**config.mk**
```make
export PLATFORM = sky130hd
export DESIGN_NAME = alu_cmd_issuer_flat
export DESIGN_NICKNAME = d
export VERILOG_FILES = /design/src/rtl/alu_pkg.sv /design/src/rtl/alu_cmd_issuer_if.sv /design/src/rtl/alu_cmd_issuer_fifo.sv /design/src/rtl/alu_cmd_issuer.sv /design/src/flat_wrapper.sv
export SDC_FILE = /design/constraint.sdc
export NUM_CORES = 1
export LEC_CHECK = 0
export CORE_ASPECT_RATIO = 0.6
export CORE_MARGIN = 2
export CORE_UTILIZATION = 63
export CTS_CLUSTER_SIZE = 12
export DETAILED_ROUTE_END_ITERATION = 8
export PLACE_DENSITY = 0.85
export SLEW_MARGIN = 20
export SYNTH_ARGS = -nofsm -noshare
export SYNTH_HDL_FRONTEND = slang
export SYNTH_HIERARCHICAL = 1
export SYNTH_SLANG_ARGS = --single-unit
export TNS_END_PERCENT = 20
```
**constraint.sdc**
```tcl
create_clock -name clk -period 12.1 [get_ports clk]
set_input_delay 1.21 -clock clk [delete_from_list [all_inputs] [get_ports clk]]
set_output_delay 1.21 -clock clk [all_outputs]
set_load 0.05 [all_outputs]
```
**src/rtl/alu_pkg.sv**
```systemverilog
// Shared definitions for the 16-bit accumulator ALU and its command issuer.
//   - ALU opcode map constants
//   - alu_cmd_t: one queued command (opcode + operand), 20 bits packed
package alu_pkg;

  localparam logic [3:0] OP_NOP  = 4'b0000;
  localparam logic [3:0] OP_RST  = 4'b0001;
  localparam logic [3:0] OP_ADD  = 4'b0100;
  localparam logic [3:0] OP_SUB  = 4'b0101;
  localparam logic [3:0] OP_AND  = 4'b1000;
  localparam logic [3:0] OP_OR   = 4'b1001;
  localparam logic [3:0] OP_XOR  = 4'b1010;
  localparam logic [3:0] OP_NAND = 4'b1011;
  localparam logic [3:0] OP_NOR  = 4'b1100;
  localparam logic [3:0] OP_NOT  = 4'b1101;

  localparam int CMD_W = 20;

  typedef struct packed {
    logic [3:0]  opcode;
    logic [15:0] operand;
  } alu_cmd_t;

  // True for opcodes that count as real work in issue_count.
  function automatic logic is_work_op(input logic [3:0] op);
    return op != OP_NOP;
  endfunction

endpackage

```
**src/rtl/alu_cmd_issuer_if.sv**
```systemverilog
// Command stream from the producer into the issuer.
//   in_valid   : producer has a command
//   in_opcode  : 4-bit ALU opcode
//   in_operand : 16-bit operand
//   in_ready   : issuer can accept
// Handshake: a command transfers on a rising clk edge where in_valid and
// in_ready are both high. in_ready does not depend on in_valid. The producer
// keeps in_valid/in_opcode/in_operand stable until the transfer happens.
interface alu_cmd_issuer_if;
  logic        in_valid;
  logic [3:0]  in_opcode;
  logic [15:0] in_operand;
  logic        in_ready;

  modport master (output in_valid, output in_opcode, output in_operand, input in_ready);
  modport slave  (input in_valid, input in_opcode, input in_operand, output in_ready);
endinterface

```
**src/rtl/alu_cmd_issuer_fifo.sv**
```systemverilog
// cmd_fifo: small synchronous FIFO of ALU commands.
//   clk, rst : clock, asynchronous active-high reset
//   push     : write wdata at the tail (ignored when full)
//   pop      : drop the head entry (ignored when empty)
//   wdata    : entry to write
//   rdata    : head entry, combinational
//   count    : occupancy 0..DEPTH
//   full     : count == DEPTH
//   empty    : count == 0
// Occupancy is an explicit counter so full/empty never depend on pointer
// compare; the pointers simply wrap at DEPTH (a power of 2).
module cmd_fifo
  import alu_pkg::*;
#(
  parameter int DEPTH = 8,
  localparam int PTR_W = $clog2(DEPTH)
) (
  input  logic             clk,
  input  logic             rst,
  input  logic             push,
  input  logic             pop,
  input  logic [CMD_W-1:0] wdata,
  output logic [CMD_W-1:0] rdata,
  output logic [PTR_W:0]   count,
  output logic             full,
  output logic             empty
);

  logic [CMD_W-1:0] mem_q [DEPTH];
  logic [CMD_W-1:0] mem_d [DEPTH];
  logic [PTR_W-1:0] wr_ptr_q, wr_ptr_d;
  logic [PTR_W-1:0] rd_ptr_q, rd_ptr_d;
  logic [PTR_W:0]   count_q, count_d;
  logic             push_ok;
  logic             pop_ok;

  assign full    = (count_q == (PTR_W+1)'(DEPTH));
  assign empty   = (count_q == '0);
  assign count   = count_q;
  assign rdata   = mem_q[rd_ptr_q];
  assign push_ok = push && !full;
  assign pop_ok  = pop && !empty;

  always_comb begin
    mem_d    = mem_q;
    wr_ptr_d = wr_ptr_q;
    rd_ptr_d = rd_ptr_q;
    count_d  = count_q;
    if (push_ok) begin
      mem_d[wr_ptr_q] = wdata;
      wr_ptr_d        = wr_ptr_q + PTR_W'(1);
    end
    if (pop_ok) begin
      rd_ptr_d = rd_ptr_q + PTR_W'(1);
    end
    case ({push_ok, pop_ok})
      2'b10:   count_d = count_q + (PTR_W+1)'(1);
      2'b01:   count_d = count_q - (PTR_W+1)'(1);
      default: count_d = count_q;
    endcase
  end

  always_ff @(posedge clk or posedge rst) begin
    if (rst) begin
      mem_q    <= '{default: '0};
      wr_ptr_q <= '0;
      rd_ptr_q <= '0;
      count_q  <= '0;
    end else begin
      mem_q    <= mem_d;
      wr_ptr_q <= wr_ptr_d;
      rd_ptr_q <= rd_ptr_d;
      count_q  <= count_d;
    end
  end

endmodule

```
**src/rtl/alu_cmd_issuer.sv**
```systemverilog
// alu_cmd_issuer: buffers producer commands and issues one per clock to the
// ALU, substituting NOP when the queue is empty or issue is halted by an
// ALU error.
//   clk, rst     : clock, asynchronous active-high reset
//   cmd_if       : producer command stream (slave side)
//   alu_opcode   : registered opcode to the ALU
//   alu_operand  : registered operand to the ALU A input
//   alu_err      : ALU error bit for the command currently presented
//   clear_err    : pulse that clears err_sticky
//   err_sticky   : issue halted since an ALU error
//   fifo_count   : queue occupancy
//   issue_count  : non-NOP commands issued, wraps at 16 bits
module alu_cmd_issuer
  import alu_pkg::*;
#(
  parameter int DEPTH = 8,
  localparam int PTR_W = $clog2(DEPTH)
) (
  input  logic               clk,
  input  logic               rst,
  alu_cmd_issuer_if.slave    cmd_if,
  output logic [3:0]         alu_opcode,
  output logic [15:0]        alu_operand,
  input  logic               alu_err,
  input  logic               clear_err,
  output logic               err_sticky,
  output logic [PTR_W:0]     fifo_count,
  output logic [15:0]        issue_count
);

  alu_cmd_t       head;
  alu_cmd_t       wcmd;
  logic           fifo_full;
  logic           fifo_empty;
  logic           push;
  logic           issue_en;

  logic [3:0]     alu_opcode_q, alu_opcode_d;
  logic [15:0]    alu_operand_q, alu_operand_d;
  logic           err_sticky_q, err_sticky_d;
  logic [15:0]    issue_count_q, issue_count_d;

  assign cmd_if.in_ready = !fifo_full;
  assign push            = cmd_if.in_valid && !fifo_full;
  assign wcmd            = '{opcode: cmd_if.in_opcode, operand: cmd_if.in_operand};

  // An error seen at this edge blocks the pop immediately, so the head that
  // would have followed the overflowing command stays queued.
  assign issue_en = !err_sticky_q && !alu_err && !fifo_empty;

  cmd_fifo #(.DEPTH(DEPTH)) u_fifo (
    .clk   (clk),
    .rst   (rst),
    .push  (push),
    .pop   (issue_en),
    .wdata (wcmd),
    .rdata (head),
    .count (fifo_count),
    .full  (fifo_full),
    .empty (fifo_empty)
  );

  always_comb begin
    alu_opcode_d  = OP_NOP;
    alu_operand_d = '0;
    issue_count_d = issue_count_q;
    err_sticky_d  = err_sticky_q;
    if (issue_en) begin
      alu_opcode_d  = head.opcode;
      alu_operand_d = head.operand;
      if (is_work_op(head.opcode)) begin
        issue_count_d = issue_count_q + 16'd1;
      end
    end
    // Error has priority over a simultaneous clear.
    if (alu_err) begin
      err_sticky_d = 1'b1;
    end else if (clear_err) begin
      err_sticky_d = 1'b0;
    end
  end

  always_ff @(posedge clk or posedge rst) begin
    if (rst) begin
      alu_opcode_q  <= OP_NOP;
      alu_operand_q <= '0;
      err_sticky_q  <= 1'b0;
      issue_count_q <= '0;
    end else begin
      alu_opcode_q  <= alu_opcode_d;
      alu_operand_q <= alu_operand_d;
      err_sticky_q  <= err_sticky_d;
      issue_count_q <= issue_count_d;
    end
  end

  assign alu_opcode  = alu_opcode_q;
  assign alu_operand = alu_operand_q;
  assign err_sticky  = err_sticky_q;
  assign issue_count = issue_count_q;

endmodule
```
**src/flat_wrapper.sv**
```systemverilog
// flat-port wrapper written by rule: the top's interface ports become plain ports
module alu_cmd_issuer_flat import alu_pkg::*;
#(
  parameter int DEPTH = 8,
  localparam int PTR_W = $clog2(DEPTH)
)
  (clk, rst, alu_opcode, alu_operand, alu_err, clear_err, err_sticky, fifo_count, issue_count, cmd_if_in_valid, cmd_if_in_opcode, cmd_if_in_operand, cmd_if_in_ready);
  alu_cmd_issuer_if cmd_if_i ();
  input  logic clk;
  input  logic rst;
  output logic [3:0] alu_opcode;
  output logic [15:0] alu_operand;
  input  logic alu_err;
  input  logic clear_err;
  output logic err_sticky;
  output logic [PTR_W:0] fifo_count;
  output logic [15:0] issue_count;
  input wire logic [$bits(cmd_if_i.in_valid)-1:0] cmd_if_in_valid;
  input wire logic [$bits(cmd_if_i.in_opcode)-1:0] cmd_if_in_opcode;
  input wire logic [$bits(cmd_if_i.in_operand)-1:0] cmd_if_in_operand;
  output wire logic [$bits(cmd_if_i.in_ready)-1:0] cmd_if_in_ready;
  assign cmd_if_i.in_valid = cmd_if_in_valid;
  assign cmd_if_i.in_opcode = cmd_if_in_opcode;
  assign cmd_if_i.in_operand = cmd_if_in_operand;
  assign cmd_if_in_ready = cmd_if_i.in_ready;
  alu_cmd_issuer #(.DEPTH(DEPTH)) u_core (.clk(clk), .rst(rst), .cmd_if(cmd_if_i), .alu_opcode(alu_opcode), .alu_operand(alu_operand), .alu_err(alu_err), .clear_err(clear_err), .err_sticky(err_sticky), .fifo_count(fifo_count), .issue_count(issue_count));
endmodule
```
==> impl_results.md, run 1 <==
- Final hold violation count: 0
- Area leader, netlist: dfrtp_1
- DP HPWL: 12500 um
- Tmin final: 4.17 ns
- Critical path depth: 10
- First-pass GRT wire length: 32700 um
- Antenna violations before repair: 0
- CP Max Fanout: 22
- DR vias: 5227
- Syn Nets: 616
- Clk_lat worst skew: 0.49 ns
- HP Class: reg -> reg
- Mapped cell area: 9580 um2
- Crit path DAT: 4.52 ns
- Kind of critical path: reg -> reg
- Post-synthesis cell count: 584
- Hold path endpoint: u_core/issue_count[15]
- CTS Buf Count: 21
- Clock transition at path regs: 0.06 ns
- Number of post-CTS setup repair buffers: 0
- R2R Path Start: u_core/u_fifo/count[0]
- Pleak: 4.72 nW
- CTS tree: done
- Clk sinks: 207
- FFs w/ async S/R, synth: 1.00
- Fmax: 240 MHz
- Avg Inst Size Synth: 16.4 um2
- Crit path launch type: register
- Root Driver: clkbuf_16
- Outcome: completed
- Power Density: 277 nW/um2
- Hold Crit Depth: 1
- DR vias/cell: 6.11
- GR Overflow Total: 0
- Reg2reg path depth: 10
- Reg2Reg Setup Slack: 7.93 ns
- Initial Util: 0.653
- CP endpoint kind: register
- VDD IR max: 0.163 mV
- Synth top area cells: dfrtp_1 54%, mux2_4 13%, mux2_2 12%
- Slew margin rel.: 0.394
- I/O pin cnt: 67
- Post-synth EDFFs: 0
- Skew final: 0.0122 ns
- CP Data Required Time: 12.45 ns
- Die H: 99.5 um
- RR Endpoint: u_core/u_fifo/count[3]
- Area grow syn2layout: 14.3%
- Worst path buffer plus inverter count: 2
- Max-cap violations: 0
- Buffers on Ports: 66
- Dpl cell area: 10400 um2
- Finish-stage setup viols: 0
- Crit-path leading delay family: simple AND/OR/NAND/NOR gates
- Starting DRT DRC Count: 205
- CP max stage delay: 0.82 ns
- Prevailing post-synth register cell: dfrtp_1
- Number of max-slew violations in the final report: 0
- DIE WIDTH: 163 um
- Final Cycle Share: 0.345
- Antenna Nets Post-Route: 0
- Yosys reg bits: 207
- Layout cells sized above 1: 0.420
- # nets final: 686
- Drt drc: 0
- Worst min-delay path startpoint: u_core/issue_count[15]
- Most common cell on crit path: ha_1
- Yosys cell types: 45
- Yosys top cell area share: 0.541
- Unrepaired setup endpoints after global routing: no
- Total wire length: 20200 um
- Die ar.: 16200 um2
- Worst-path cell chain: nor4_1 > or3_4 > clkinv_2 > o41ai_1 > inv_1 > ha_1 > ha_1 > or4b_2 > o311ai_0 > o211ai_1
- Slowest-stage cell, CP: nor4_1
- Clk buf depth: 3
- CTS Hold Buffers Added: 0
- Post-synthesis sequential area ratio: 0.541
- Std cell rows: 34
- Largest net degree at the start of global routing: 102
- Vias in the first global route: 5835
- Number of synthesis warnings: 6
- H-tree levels: 1
- Fill cells: 864
- Setup TNS: 0 ns
- CTS resizes: 0
- Gpl congestion: 0.773
- First-pass DRT Iterations: 4
- Core area: 14700 um2
- DR WL/cell: 23.6 um
- Worst slew pin tran: 0.900 ns
- Final Cell Area: 10900 um2
- Total GRT Usage: 0.265
-- where the power goes --
group	internal [mW]	total, mW	switching [mW]
logic	0.734	1.26	0.521
clock network	0.317	0.563	0.246
registers	1.01	1.22	0.213
-- layout by cell type, fill, tap and decap left out, drive strengths merged, types with 3 or more instances in the layout --
master and instances:
ha 6, mux4 40, xnor2 18, nand4 5, clkbuf 25, clkdlybuf4s50 66
nand2 12, and3 3, dfrtp 207, and2 21, buf 13, xor2 3
inv 9, nand3 11, nor3b 4, mux2 183
-- final cells by class --
cell class	count	area (um2)	area share
timing repair buffer	79	758	0.0692
clock inverter	1	7.51	0.000686
clock buffer	25	551	0.0503
sequential	207	5180	0.473
tap	198	248	0.0226
inverter	11	52.6	0.00480
antenna	1	2.50	0.000229
multi-input combinational	334	4150	0.379
-- layer usage --
| metal | track usage | share of wire | up-vias |
|---|---|---|---|
| met4 | 0.0599 | 0.016 | 0 |
| met3 | 0.0517 | 0.057 | 30 |
| met5 | 0 | 0 | - |
| li1 | - | - | 2274 |
| met2 | 0.430 | 0.48 | 149 |
| met1 | 0.380 | 0.44 | 2774 |
-- logic make-up after synthesis --
kind of cell               Yosys count  share of synthesized area
muxes                              224                      0.341
DFF                                207                      0.541
and+or+nand+nor                     74                     0.0547
buffers and inverters               43                     0.0279
xor gates and xnor gates            21                     0.0192
AOI/OAI and AO/OA                    8                    0.00627
adders and majority gates            7                    0.00992
-- cells in the mapped netlist, drive strengths merged (3+ instances only) --
cell and number:
mux2 183, xor2 3, inv 9, ha 6, dfrtp 207, xnor2 18
buf 24, clkbuf 8, and2 21, and3 3, nor3b 4, nand3 11
mux4 40, nand2 12, nand4 5
-- stage by stage --
stage | instances | util | power [mW] | hold WS [ns] | setup WS, ns
after detailed placement | 829 | 0.708 | 2.48 | 0.479 | 7.69
final | 856 | 0.746 | 3.04 | 0.485 | 7.93
after global placement | 829 | 0.708 | 2.40 | 0.459 | 7.84
after CTS | 855 | 0.746 | 3.05 | 0.492 | 8.02
after global routing | 855 | 0.746 | 3.19 | 0.511 | 7.80
after floorplan | 584 | - | 2.17 | 0.474 | 6.29
-- flip-flops by register name (all words and copies together), names as in the netlist --
signal and cells:
u_core/alu_opcode 4, u_core/alu_operand 16, u_core/err_sticky 1, u_core/issue_count 16
u_core/u_fifo/count 4, u_core/u_fifo/mem_q 160, u_core/u_fifo/rd_ptr_q 3, u_core/u_fifo/wr_ptr_q 3
-- how the worst max path moves through the flow --
stage	startpoint	endpoint	slack, ns
global route	u_core/u_fifo/count[0]	u_core/u_fifo/count[3]	7.80
floorplan	rst	u_core/u_fifo/count[0]	6.29
CTS	u_core/u_fifo/count[0]	u_core/u_fifo/count[3]	8.02
finish	u_core/u_fifo/count[0]	u_core/u_fifo/count[3]	7.93
global placement	alu_err	u_core/u_fifo/count[3]	7.84
detailed placement	alu_err	u_core/u_fifo/count[3]	7.69
Power figures use the tool's default switching activity.
==> run 2: changes to the inputs <==
--- a/config.mk
+++ b/config.mk
@@ -7,10 +7,10 @@
 export LEC_CHECK = 0
 export CORE_ASPECT_RATIO = 0.6
 export CORE_MARGIN = 2
-export CORE_UTILIZATION = 63
+export CORE_UTILIZATION = 59
 export CTS_CLUSTER_SIZE = 12
 export DETAILED_ROUTE_END_ITERATION = 8
-export PLACE_DENSITY = 0.85
+export PLACE_DENSITY = 0.8
 export SLEW_MARGIN = 20
 export SYNTH_ARGS = -nofsm -noshare
 export SYNTH_HDL_FRONTEND = slang
==> constraint.sdc (replaced) <==
create_clock -name clk -period 3.9 [get_ports clk]
set_input_delay 0.39 -clock clk [delete_from_list [all_inputs] [get_ports clk]]
set_output_delay 0.39 -clock clk [all_outputs]
set_load 0.05 [all_outputs]
==> impl_results.md, run 2 (same netlist as run 1, synthesis figures left out) <==
- Outcome: completed
- Worst slew pin tran: 0.939 ns (+0.0392 ns)
- Std cell rows: 36 (+5.9%)
- Vias in the first global route: 5733 (-1.7%)
- Register area: 5180 um2 (unchanged)
- Clk buf depth: 3 (unchanged)
- Multi-input gate area: 4150 um2 (unchanged)
- Combinational power share: 0.416 (+0.003)
- Most frequent cells in the layout: 205 x dfrtp_1, 103 x mux2_2, 80 x mux2_4
- Core area: 16100 um2 (+9.6%)
- VDD IR max: 0.384 mV (+130%)
- Starting DRT DRC Count: 400 (+95%)
- GR Overflow Total: 0 (unchanged)
- Fill cells: 1046 (+21%)
- Initial Util: 0.596 (-0.0570)
- CTS Buf Count: 21 (unchanged)
- Crit path DAT: 3.88 ns (-0.64 ns)
- Max reg flops: 160 (unchanged)
- Total GRT Usage: 0.253 (-0.0129)
- Drt drc: 0 (unchanged)
- Kind of critical path: reg -> reg
- Final Cell Area: 11100 um2 (+1.2%)
- Largest net degree at the start of global routing: 91 (-11%)
- Finish-stage setup viols: 0 (unchanged)
- I/O pin cnt: 67 (unchanged)
- Setup TNS: 0 ns (unchanged)
- Dpl cell area: 10500 um2 (+1.3%)
- Final hold violation count: 0 (unchanged)
- HP Class: in -> async
- CTS Hold Buffers Added: 0 (unchanged)
- Clk sinks: 207 (unchanged)
- Crit path launch type: register
- DIE WIDTH: 169 um (+3.3%)
- First-pass DRT Iterations: 4 (unchanged)
- Tmin final: 3.54 ns (-0.634 ns)
- Flop pwr share: 0.398 (-0.004)
- Max-cap violations: 0 (unchanged)
- Antenna violations before repair: 0 (unchanged)
- Power Density: 855 nW/um2 (+210%)
- Pleak: 4.77 nW (+1.0%)
- Top reg by flops: u_core/u_fifo/mem_q
- Slew margin rel.: 0.370 (-0.0244)
- # nets final: 690 (+0.58%)
- Clock transition at path regs: 0.06 ns (about the same)
- CTS tree: done
- CTS resizes: 0 (unchanged)
- H-tree levels: 1 (unchanged)
- Die ar.: 17300 um2 (+6.6%)
- Number of max-slew violations in the final report: 0 (unchanged)
- Fmax: 283 MHz (+18%)
- DR WL/cell: 23.3 um (-1.0%)
- Die H: 103 um (+3.2%)
- Layout cells sized above 1: 0.422 (+0.00223)
- DR vias/cell: 5.94 (-2.7%)
- Sw Share: 0.322 (-0.000609)
- Area grow syn2layout: 15.6%
- Number of post-CTS setup repair buffers: 0 (unchanged)
- CP Max Fanout: 9 (-59%)
- Final Cycle Share: 0.908 (+0.563)
- Clock power share: 0.186 (about the same)
- Psw: 3.05 mW (+210%)
- CP Data Required Time: 4.24 ns (-8.21 ns)
- Leading cell type in the layout, fill and taps excluded: dfrtp_1
- Ant diodes: 0 (-1)
- Clk_lat worst skew: 0.49 ns (about the same)
- Power Internal: 6.42 mW (+210%)
- Gpl congestion: 0.791 (+2.3%)
- Skew final: 0.0118 ns (-0.000368 ns)
- Antenna Nets Post-Route: 0 (unchanged)
- First-pass GRT wire length: 33100 um (+1.2%)
- CP endpoint kind: register
- Root Driver: clkbuf_16
- DR vias: 5183 (-0.84%)
- Buffers on Ports: 66 (unchanged)
- DP HPWL: 12600 um (+0.36%)
- Total wire length: 20300 um (+0.81%)
- Unrepaired setup endpoints after global routing: no
[run 2: metrics by stage]
stage | instances | hold WS, ns | setup WS, ns | power (mW) | utilization
final | 872 | 0.255 | 0.361 | 9.48 | 0.689
after global routing | 872 | 0.277 | 0.226 | 10.0 | 0.689
after CTS | 872 | 0.248 | 0.452 | 9.54 | 0.689
after detailed placement | 844 | 0.472 | 0.495 | 7.70 | 0.654
after global placement | 844 | 0.459 | 0.692 | 7.51 | 0.654
after floorplan | 584 | 0.474 | 0.614 | 6.72 | -
[run 2: worst paths after layout]
| path | slack (ns) | cells after the start | from | endpoint |
|---|---|---|---|---|
| worst max-delay path | 0.36 | 9 | u_core/u_fifo/count[0] | u_core/u_fifo/count[3] |
| worst min-delay path | 0.26 | 2 | rst | u_core/u_fifo/mem_q[80] |
| worst max register to register | 0.36 | 9 | u_core/u_fifo/count[0] | u_core/u_fifo/count[3] |
| worst min register to register | 0.48 | 1 | u_core/issue_count[15] | u_core/issue_count[15] |
| max in group asynchronous | 2.79 | 3 | rst | u_core/alu_opcode[0] |
| min in group clk | 0.48 | 1 | u_core/issue_count[15] | u_core/issue_count[15] |
[run 2: cell type report]
cell class	instances	area share
flip-flops and latches	207	0.468
multi-input cells	334	0.374
inverters	11	0.00463
repair buffers	83	0.0790
well taps	209	0.0236
clock inverters	1	0.000452
clock buffers	27	0.0504
[run 2: power groups by stage]
| stage | combinational [mW] | sequential [mW] | clock [mW] |
|---|---|---|---|
| finish | 3.94 | 3.77 | 1.77 |
| global placement | 3.82 | 3.70 | 0 |
| detailed placement | 3.92 | 3.78 | 0 |
| floorplan | 2.88 | 3.84 | 0 |
| global route | 4.21 | 3.90 | 1.90 |
| CTS | 3.96 | 3.77 | 1.81 |
[run 2: routing by layer]
layer  share of wire  GRT usage  wire, um  up-vias
met4           0.016     0.0577       323        0
met2            0.46      0.398      9410      160
met1            0.44      0.369      9050     2713
met5               0          0         0        -
li1                -          -         -     2283
met3           0.076     0.0537      1550       27
[run 2: worst max-delay path, stage by stage, from the launching register on]
cell	delay, ns
dfrtp_1	0.47
or4b_1	0.73
clkinv_4	0.17
nor2b_1	0.11
nand2_1	0.17
ha_1	0.37
ha_1	0.35
or4b_2	0.64
o311ai_0	0.18
o211ai_1	0.18
